`config.mk`:
```
export PLATFORM = sky130hd
export DESIGN_NAME = weight_mem_writer
export DESIGN_NICKNAME = d
export VERILOG_FILES = /design/src/rtl/weight_mem_writer.sv
export SDC_FILE = /design/constraint.sdc
export NUM_CORES = 1
export LEC_CHECK = 0
export CORE_UTILIZATION = 30
export CTS_BUF_LIST = sky130_fd_sc_hd__clkbuf_16
export DETAILED_ROUTE_END_ITERATION = 16
export HOLD_SLACK_MARGIN = 0.15
export PLACE_DENSITY = 0.57
export SYNTH_ARGS = -nofsm -noshare
export SYNTH_HDL_FRONTEND = slang
export SYNTH_SLANG_ARGS = --single-unit
export TNS_END_PERCENT = 1
```
`constraint.sdc`:
```
create_clock -name clk -period 4.85 [get_ports clk]
set_clock_uncertainty 0.1 [all_clocks]
set_input_delay 0.485 -clock clk [delete_from_list [all_inputs] [get_ports clk]]
set_output_delay 0.485 -clock clk [all_outputs]
set_load 0.03 [all_outputs]
```
`src/rtl/weight_mem_writer.sv`:
```
// Weight loader: neuron-major word stream -> one-hot write enable, address and data for per-neuron weight memories.
// Latency: accepted beat is presented on wen/waddr/wdata the next cycle; one word per cycle.
// Backpressure: s_ready high only while loading; drops after the final or s_last beat. Optional checksum port via WEIGHT_WRITER_CHECKSUM_EN.
module weight_mem_writer #(
    parameter int numNeurons   = 30,
    parameter int numWeight    = 784,
    parameter int addressWidth = 10,
    parameter int dataWidth    = 16
) (
    input  logic                    clk,
    input  logic                    rst_n,
    input  logic                    start,
    input  logic                    s_valid,
    output logic                    s_ready,
    input  logic [dataWidth-1:0]    s_data,
    input  logic                    s_last,
    output logic [numNeurons-1:0]   wen,
    output logic [addressWidth:0]   waddr,
    output logic [dataWidth-1:0]    wdata,
    output logic                    busy,
    output logic                    done,
    output logic                    err
`ifdef WEIGHT_WRITER_CHECKSUM_EN
    ,
    output logic [31:0]             checksum
`endif
);

    localparam int NW = (numNeurons > 1) ? $clog2(numNeurons) : 1;
    localparam logic [NW-1:0]        N_LAST = NW'(numNeurons - 1);
    localparam logic [addressWidth:0] W_LAST = (addressWidth + 1)'(numWeight - 1);

    typedef enum logic [1:0] {IDLE, LOAD, FLUSH} state_t;

    state_t                  state;
    logic [addressWidth:0]   w;
    logic [NW-1:0]           n;
    logic                    beat;
    logic                    last_w;
    logic                    final_beat;

    // s_ready is only ever high in LOAD, so a handshake implies LOAD.
    assign beat       = s_valid && s_ready;
    assign last_w     = (w == W_LAST);
    assign final_beat = last_w && (n == N_LAST);

    always_ff @(posedge clk) begin
        if (!rst_n) begin
            state   <= IDLE;
            s_ready <= 1'b0;
            busy    <= 1'b0;
            done    <= 1'b0;
            err     <= 1'b0;
            wen     <= '0;
            waddr   <= '0;
            wdata   <= '0;
            w       <= '0;
            n       <= '0;
        end else begin
            wen  <= '0;
            done <= 1'b0;
            case (state)
                IDLE: begin
                    if (start) begin
                        state   <= LOAD;
                        s_ready <= 1'b1;
                        busy    <= 1'b1;
                        err     <= 1'b0;
                        w       <= '0;
                        n       <= '0;
                    end
                end
                LOAD: begin
                    if (beat) begin
                        wen   <= numNeurons'(1) << n;
                        waddr <= w;
                        wdata <= s_data;
                        if (last_w) begin
                            w <= '0;
                            n <= n + 1'b1;
                        end else begin
                            w <= w + 1'b1;
                        end
                        // Early s_last still writes its word, but the layer is flagged bad.
                        if (final_beat || s_last) begin
                            state   <= FLUSH;
                            s_ready <= 1'b0;
                            done    <= final_beat && s_last;
                            err     <= !(final_beat && s_last);
                        end
                    end
                end
                FLUSH: begin
                    state <= IDLE;
                    busy  <= 1'b0;
                end
                default: begin
                    state   <= IDLE;
                    s_ready <= 1'b0;
                    busy    <= 1'b0;
                end
            endcase
        end
    end

`ifdef WEIGHT_WRITER_CHECKSUM_EN
    always_ff @(posedge clk) begin
        if (!rst_n) begin
            checksum <= '0;
        end else if (state == IDLE && start) begin
            checksum <= '0;
        end else if (beat) begin
            checksum <= checksum + 32'(s_data);
        end
    end
`endif

endmodule

```
After elaboration in Yosys (flattened, before gate mapping):

Index checks and enable logic that the tools add are counted.

* equality and inequality tests: 8
* add/sub/neg operators: 2
* bitwise operators: 2
* mux-type cells: 21
* divide/modulo/power cells: 0
* reductions and logical operators: 16
* multipliers: 0
* magnitude comparators: 0
* shift operators: 1

Operators by type and width (count)
* 11-bit 2-to-1 mux: 3
* 1-bit by 5-bit left shift with 30-bit output, first input constant: 1
* 11-bit case mux with 2 select lines: 1
* 4-bit AND reduction: 4
* 5-bit 2-to-1 mux: 3
* 11-bit by 1-bit adder with 11-bit output, second input constant: 1
* 11-bit by 10-bit == test with 1-bit output, second input constant: 1
* 5-bit case mux with 2 select lines: 1
* 3-bit AND reduction: 3
* 2-bit inequality test, second input constant: 4
* 1-bit 2-to-1 mux: 6
* 2-bit 2-to-1 mux: 3
* 5-bit by 1-bit adder with 5-bit output, second input constant: 1
* 5-bit == test, second input constant: 1
* 1-bit case mux with 2 select lines: 2
* 2-bit case mux with 2 select lines: 1
* 2-bit AND reduction: 2
* 1-bit logical AND: 3
* 1-bit case mux with 3 select lines: 1
* 2-bit by 1-bit == test with 1-bit output, second input constant: 1
* 2-bit == test, second input constant: 1
* 2-bit zero test: 1
* 1-bit inverter: 2
* 2-bit nonzero test: 1
* 2 further kinds: 2

* bits in latches: 0
* logic and storage cells: 60
* bits of input ports: 21
* flip-flop bits (word level): 79
* bits in writable memories: 0
* bits in read-only memories: 0
* memories: 0

Longest topological paths before layout:

* depth in word-level cells: 7
* depth in mapped cells: 7
* mapped depth without buffers: 6

Worst setup path after synthesis:

Ideal clock, no wire load.

* kind: reg2reg
* start point: reg w[0]
* end point: reg w[9]
* arrival time: 1787 ps
* required time: 4631 ps
* buffers on the path: 0
* setup time: 119 ps
* cell stages (with the launch flop): 6
* period minus slack after synthesis: 2006 ps
* setup slack: 2844 ps
* cell sequence: dfxtp_1 > ha_1 > or4b_1 > nor4_1 > a211oi_1 > o221a_2

* longest elaborated chain between the ends: 4
* elaborated cells between the ends (all ways): 5

RTL lines
* from (decl): RTL line 36 `logic [addressWidth:0] w;`
* from (signal assigned): RTL line 82 `w <= w + 1'b1;`
* 11-bit by 1-bit adder with 11-bit output / 11-bit by 10-bit == test with 1-bit output (equally long branches): RTL line 82, 44
* 11-bit 2-to-1 mux *: RTL line 78 `if (last_w) begin`
* 11-bit 2-to-1 mux *: RTL line 74 `if (beat) begin`
* 11-bit case mux with 2 select lines *: RTL line 62 `case (state)`

Mark *: on every way between the ends. The rest lies on a longest branch, timed or not. The select of a mux whose other input is x is not followed.
A chain may end at the register's enable or synchronous reset.

Final worst setup path:

* start point: in start
* end point: reg w[9]

* longest elaborated chain between the ends: 2

RTL lines
* from (decl): RTL line 12 `input logic start,`
* 2-bit inequality test (no line)
* 3-bit AND reduction (no line)

No other way between the ends.

==> results.md <==
Status:
- The flow ran to the end, and the final reports show no timing, DRC or antenna violations.

Global routing:
- For this run, the total global-route usage over all layers was measured as 0.147.
- The first-pass GRT wire length is 12100 um.
- The via count of the first global-routing pass is 2523.
- The number of antenna violations at the first check in global routing is 0.
- The total congestion overflow is 0.
- Entering global routing, the biggest net connects 39 pins.

Timing:
- The accumulated negative setup slack is 0 ps.
- The worst-case headroom to the max-slew limit is 0.198.
- The achievable frequency is 410 MHz.
- Setup repair after global routing left no endpoint under its margin.
- The share of the clock period used by the worst path after layout is 0.503.
- Setup violations remaining at the end of the flow were counted as 0.
- Counting I/O delays and the setup requirement, the final critical path takes 2440 ps.
- The count of endpoints failing hold in the final timing report is 0.
- The final number of max-transition violations was 0.
- For the pin with the worst max-slew slack, the measured transition is approximately 1200 ps.

Synthesis:
- The net count after synthesis is 362.
- Dividing the synthesized area by the synthesized cell count gives 9.18 sq um.
- For this run, the register share of the synthesized area comes to 0.516.
- The post-synthesis async set-or-reset flop share is 0.
- Summing every instance area after synthesis gives 0.00307 sq mm.
- The synthesized design contains 0 enable-type register cells.
- The number of register bits inferred by synthesis is 79.
- For this run, the number of Yosys warnings is 0.
- In the synthesized netlist, the number of instances is 334.
- Among all flip-flop cells after synthesis, the most frequent one is sky130_fd_sc_hd__dfxtp_1.
- The number of distinct library cells after synthesis is 47.

Floorplanning:
- The floorplan step defined a die boundary enclosing 0.0106 sq mm.
- The area of the placeable core is 0.00982 sq mm.
- The floorplan step set the die width to 103 um.
- The number of rows in the core area is 36.
- The floorplan step set the die height to 103 um.
- The starting utilization of the core area is 0.312.
- The I/O pin count is 82.

Worst setup path:
- Along the worst path, the maximum fanout reaches 18.
- The critical path in this run is classified as primary input to register.
- Data on the critical path arrives at its endpoint at roughly 2600 ps.
- STA classifies the critical path startpoint as a primary input.
- The worst endpoint required time is 4970 ps.
- The depth of the worst register-to-register path is 5.
- The endpoint class of the critical path is a register.

Placed design:
- The HPWL after detailed placement is 5020 um.
- The weighted congestion at the end of routability-driven global placement is 0.794.
- The count of buffers inserted at the top-level ports is 81.
- Once placement completed, the tool counted placed cells totaling 531.

Detailed routing:
- The number of vias after detailed routing is 2535.
- Wires add up to between 7000 and 8000 um.
- After detailed routing, the number of remaining DRC violations is 0.
- For this block, the initial DRC count from the detailed router was 96.
- The count of TritonRoute iterations in the first routing pass is 4.
- In this run the remaining antenna-violating nets after routing total 0.
- The detail-routed via count per cell is 4.63.
- The routed wirelength normalized by instance count is between 10 and 15 um.

CTS:
- The CTS tree is yes.
- The number of buffers inserted by hold repair at cts is 0.
- The cell sitting at the root of the clock tree is a sky130_fd_sc_hd__clkbuf_16.
- The later-pin clock latency in the skew report is between 300 and 400 ps.
- Counting the buffers created by CTS gives 9.
- CTS saw between 70 and 80 sinks.
- Post-CTS timing repair inserted 0 buffers for setup.
- The number of buffers on the longest clock path is 2.
- The clock input transition at the sequential cells of the worst setup and hold paths is 60 ps.
- The H-tree depth reported by CTS is 3.
- The number of gates given a new drive strength after cts is 0.

Cells and area:
- The finished layout holds 547 standard cells, fillers aside.
- The top cell types in the final layout, fill and taps aside, are 81 x sky130_fd_sc_hd__clkdlybuf4s50_1, 79 x sky130_fd_sc_hd__dfxtp_1, 65 x sky130_fd_sc_hd__nand2_1, 31 x sky130_fd_sc_hd__nor2_1, 29 x sky130_fd_sc_hd__a21boi_0.
- The synthesis-to-finish area growth is 38.8%.
- The number of diodes is 0.
- The number of nets at the end of the flow is 437.
- The fill cell instance count of the final layout is 1010.
- The commonest non-fill, non-tap cell in the layout is sky130_fd_sc_hd__clkdlybuf4s50_1.
- In the final layout, the share of cells above drive strength 1 is 0.0628.

Min path:
- The hold-critical path depth is 2.
- The path type of the worst min-delay path is register to register.

Power:
- The peak ir drop on the vdd network is 183 uV.
- Overall power consumption after layout is estimated at around 0.0014 W.
- The analysis attributes to cell leakage a power of 1.41 nW.
- In this run the power density over the cells is 324 mW/mm^2.

Job:
- The max-cap check violation count is 0.
[where the power goes]
part	switching, W	total, W	internal (W)
sequential	0.00000849	0.000664	0.000656
combinational	0.0000445	0.0000820	0.0000375
clock	0.000278	0.000631	0.000353
total	0.000331	0.00138	0.00105
[cells in the mapped netlist (2+ instances only)]
cell                       instances  share of area
sky130_fd_sc_hd__a211oi_1          3         0.0073
sky130_fd_sc_hd__a21boi_0         29          0.071
sky130_fd_sc_hd__a21oi_1           8          0.013
sky130_fd_sc_hd__and2_1           10          0.020
sky130_fd_sc_hd__buf_1             5         0.0061
sky130_fd_sc_hd__buf_2             2         0.0033
sky130_fd_sc_hd__buf_6             2         0.0073
sky130_fd_sc_hd__clkbuf_1         11          0.013
sky130_fd_sc_hd__dfxtp_1          79           0.52
sky130_fd_sc_hd__ha_1              7          0.029
sky130_fd_sc_hd__inv_1             6         0.0073
sky130_fd_sc_hd__mux2i_1           2         0.0065
sky130_fd_sc_hd__nand2_1          65          0.080
sky130_fd_sc_hd__nand3_1          16          0.026
sky130_fd_sc_hd__nand3b_1          2         0.0049
sky130_fd_sc_hd__nand4_1           4         0.0082
sky130_fd_sc_hd__nand4b_1          4          0.011
sky130_fd_sc_hd__nor2_1           31          0.038
sky130_fd_sc_hd__nor3_1            3         0.0049
sky130_fd_sc_hd__nor3b_1           3         0.0073
sky130_fd_sc_hd__nor4_1            5          0.010
sky130_fd_sc_hd__o21a_1            3         0.0073
sky130_fd_sc_hd__o21ai_0           2         0.0033
sky130_fd_sc_hd__o221a_2           3          0.011
sky130_fd_sc_hd__or3_1             2         0.0041
sky130_fd_sc_hd__xnor2_1           5          0.014
sky130_fd_sc_hd__xor2_1            2         0.0057
[layer usage]
layer	vias to the layer above	GRT usage	routed length, um
met2	62	0.246	3450
met4	0	0.0488	68
met3	6	0.0366	324
met1	1170	0.186	3440
met5	-	0	0
li1	1297	-	-
[logic make-up after synthesis]
| group | count (synthesis) | synth area share |
|---|---|---|
| adders and majority gates | 7 | 0.0286 |
| DFF | 79 | 0.516 |
| and+or+nand+nor | 155 | 0.244 |
| muxes | 2 | 0.00653 |
| buffers and inverters | 27 | 0.0388 |
| xor gates and xnor gates | 7 | 0.0200 |
| AOI/OAI and AO/OA | 57 | 0.146 |
[worst paths after layout]
path,start,end,slack (ps)
hold / removal,wdata[10]$_SDFFE_PN0P_,wdata[10]$_SDFFE_PN0P_,360
hold reg to reg,wdata[10]$_SDFFE_PN0P_,wdata[10]$_SDFFE_PN0P_,360
setup / recovery,start,w[9]$_SDFFE_PN0P_,2410
setup reg to reg,w[0]$_SDFFE_PN0P_,w[9]$_SDFFE_PN0P_,2430
[through the flow]
step                      setup slack (ps)   util  hold WS [ps]  instance area [sq um]
after floorplan                       2840      -           364                   3070
after global placement                2080  0.405           355                   3970
after detailed placement              2030  0.405           360                   3970
after CTS                             2380  0.433           369                   4260
after global routing                  2110  0.433           391                   4260
final                                 2410  0.433           365                   4260
[registers in the layout (all words and copies together) (netlist names)]
| register | cells |
|---|---|
| s_ready | 1 |
| w | 11 |
| waddr | 11 |
| state | 2 |
| n | 5 |
| done | 1 |
| busy | 1 |
| err | 1 |
| wen | 30 |
| wdata | 16 |
[cell type report]
cell class / instances / area, sq um / share of cell area
repair buffers: 84 / 833 / 0.196
clock buffers: 9 / 225 / 0.0529
well taps: 133 / 166 / 0.0391
clock inverters: 7 / 57.6 / 0.0135
inverters: 7 / 26.3 / 0.00617
multi-input cells: 228 / 1370 / 0.321
flip-flops and latches: 79 / 1580 / 0.372
[critical path, cell delays in order]
cell and delay (ps):
sky130_fd_sc_hd__clkdlybuf4s50_1 490, sky130_fd_sc_hd__or3b_1 660, sky130_fd_sc_hd__a2111oi_4 510, sky130_fd_sc_hd__a211oi_1 130, sky130_fd_sc_hd__o221a_2 290
(Power assumes the default switching activity.)
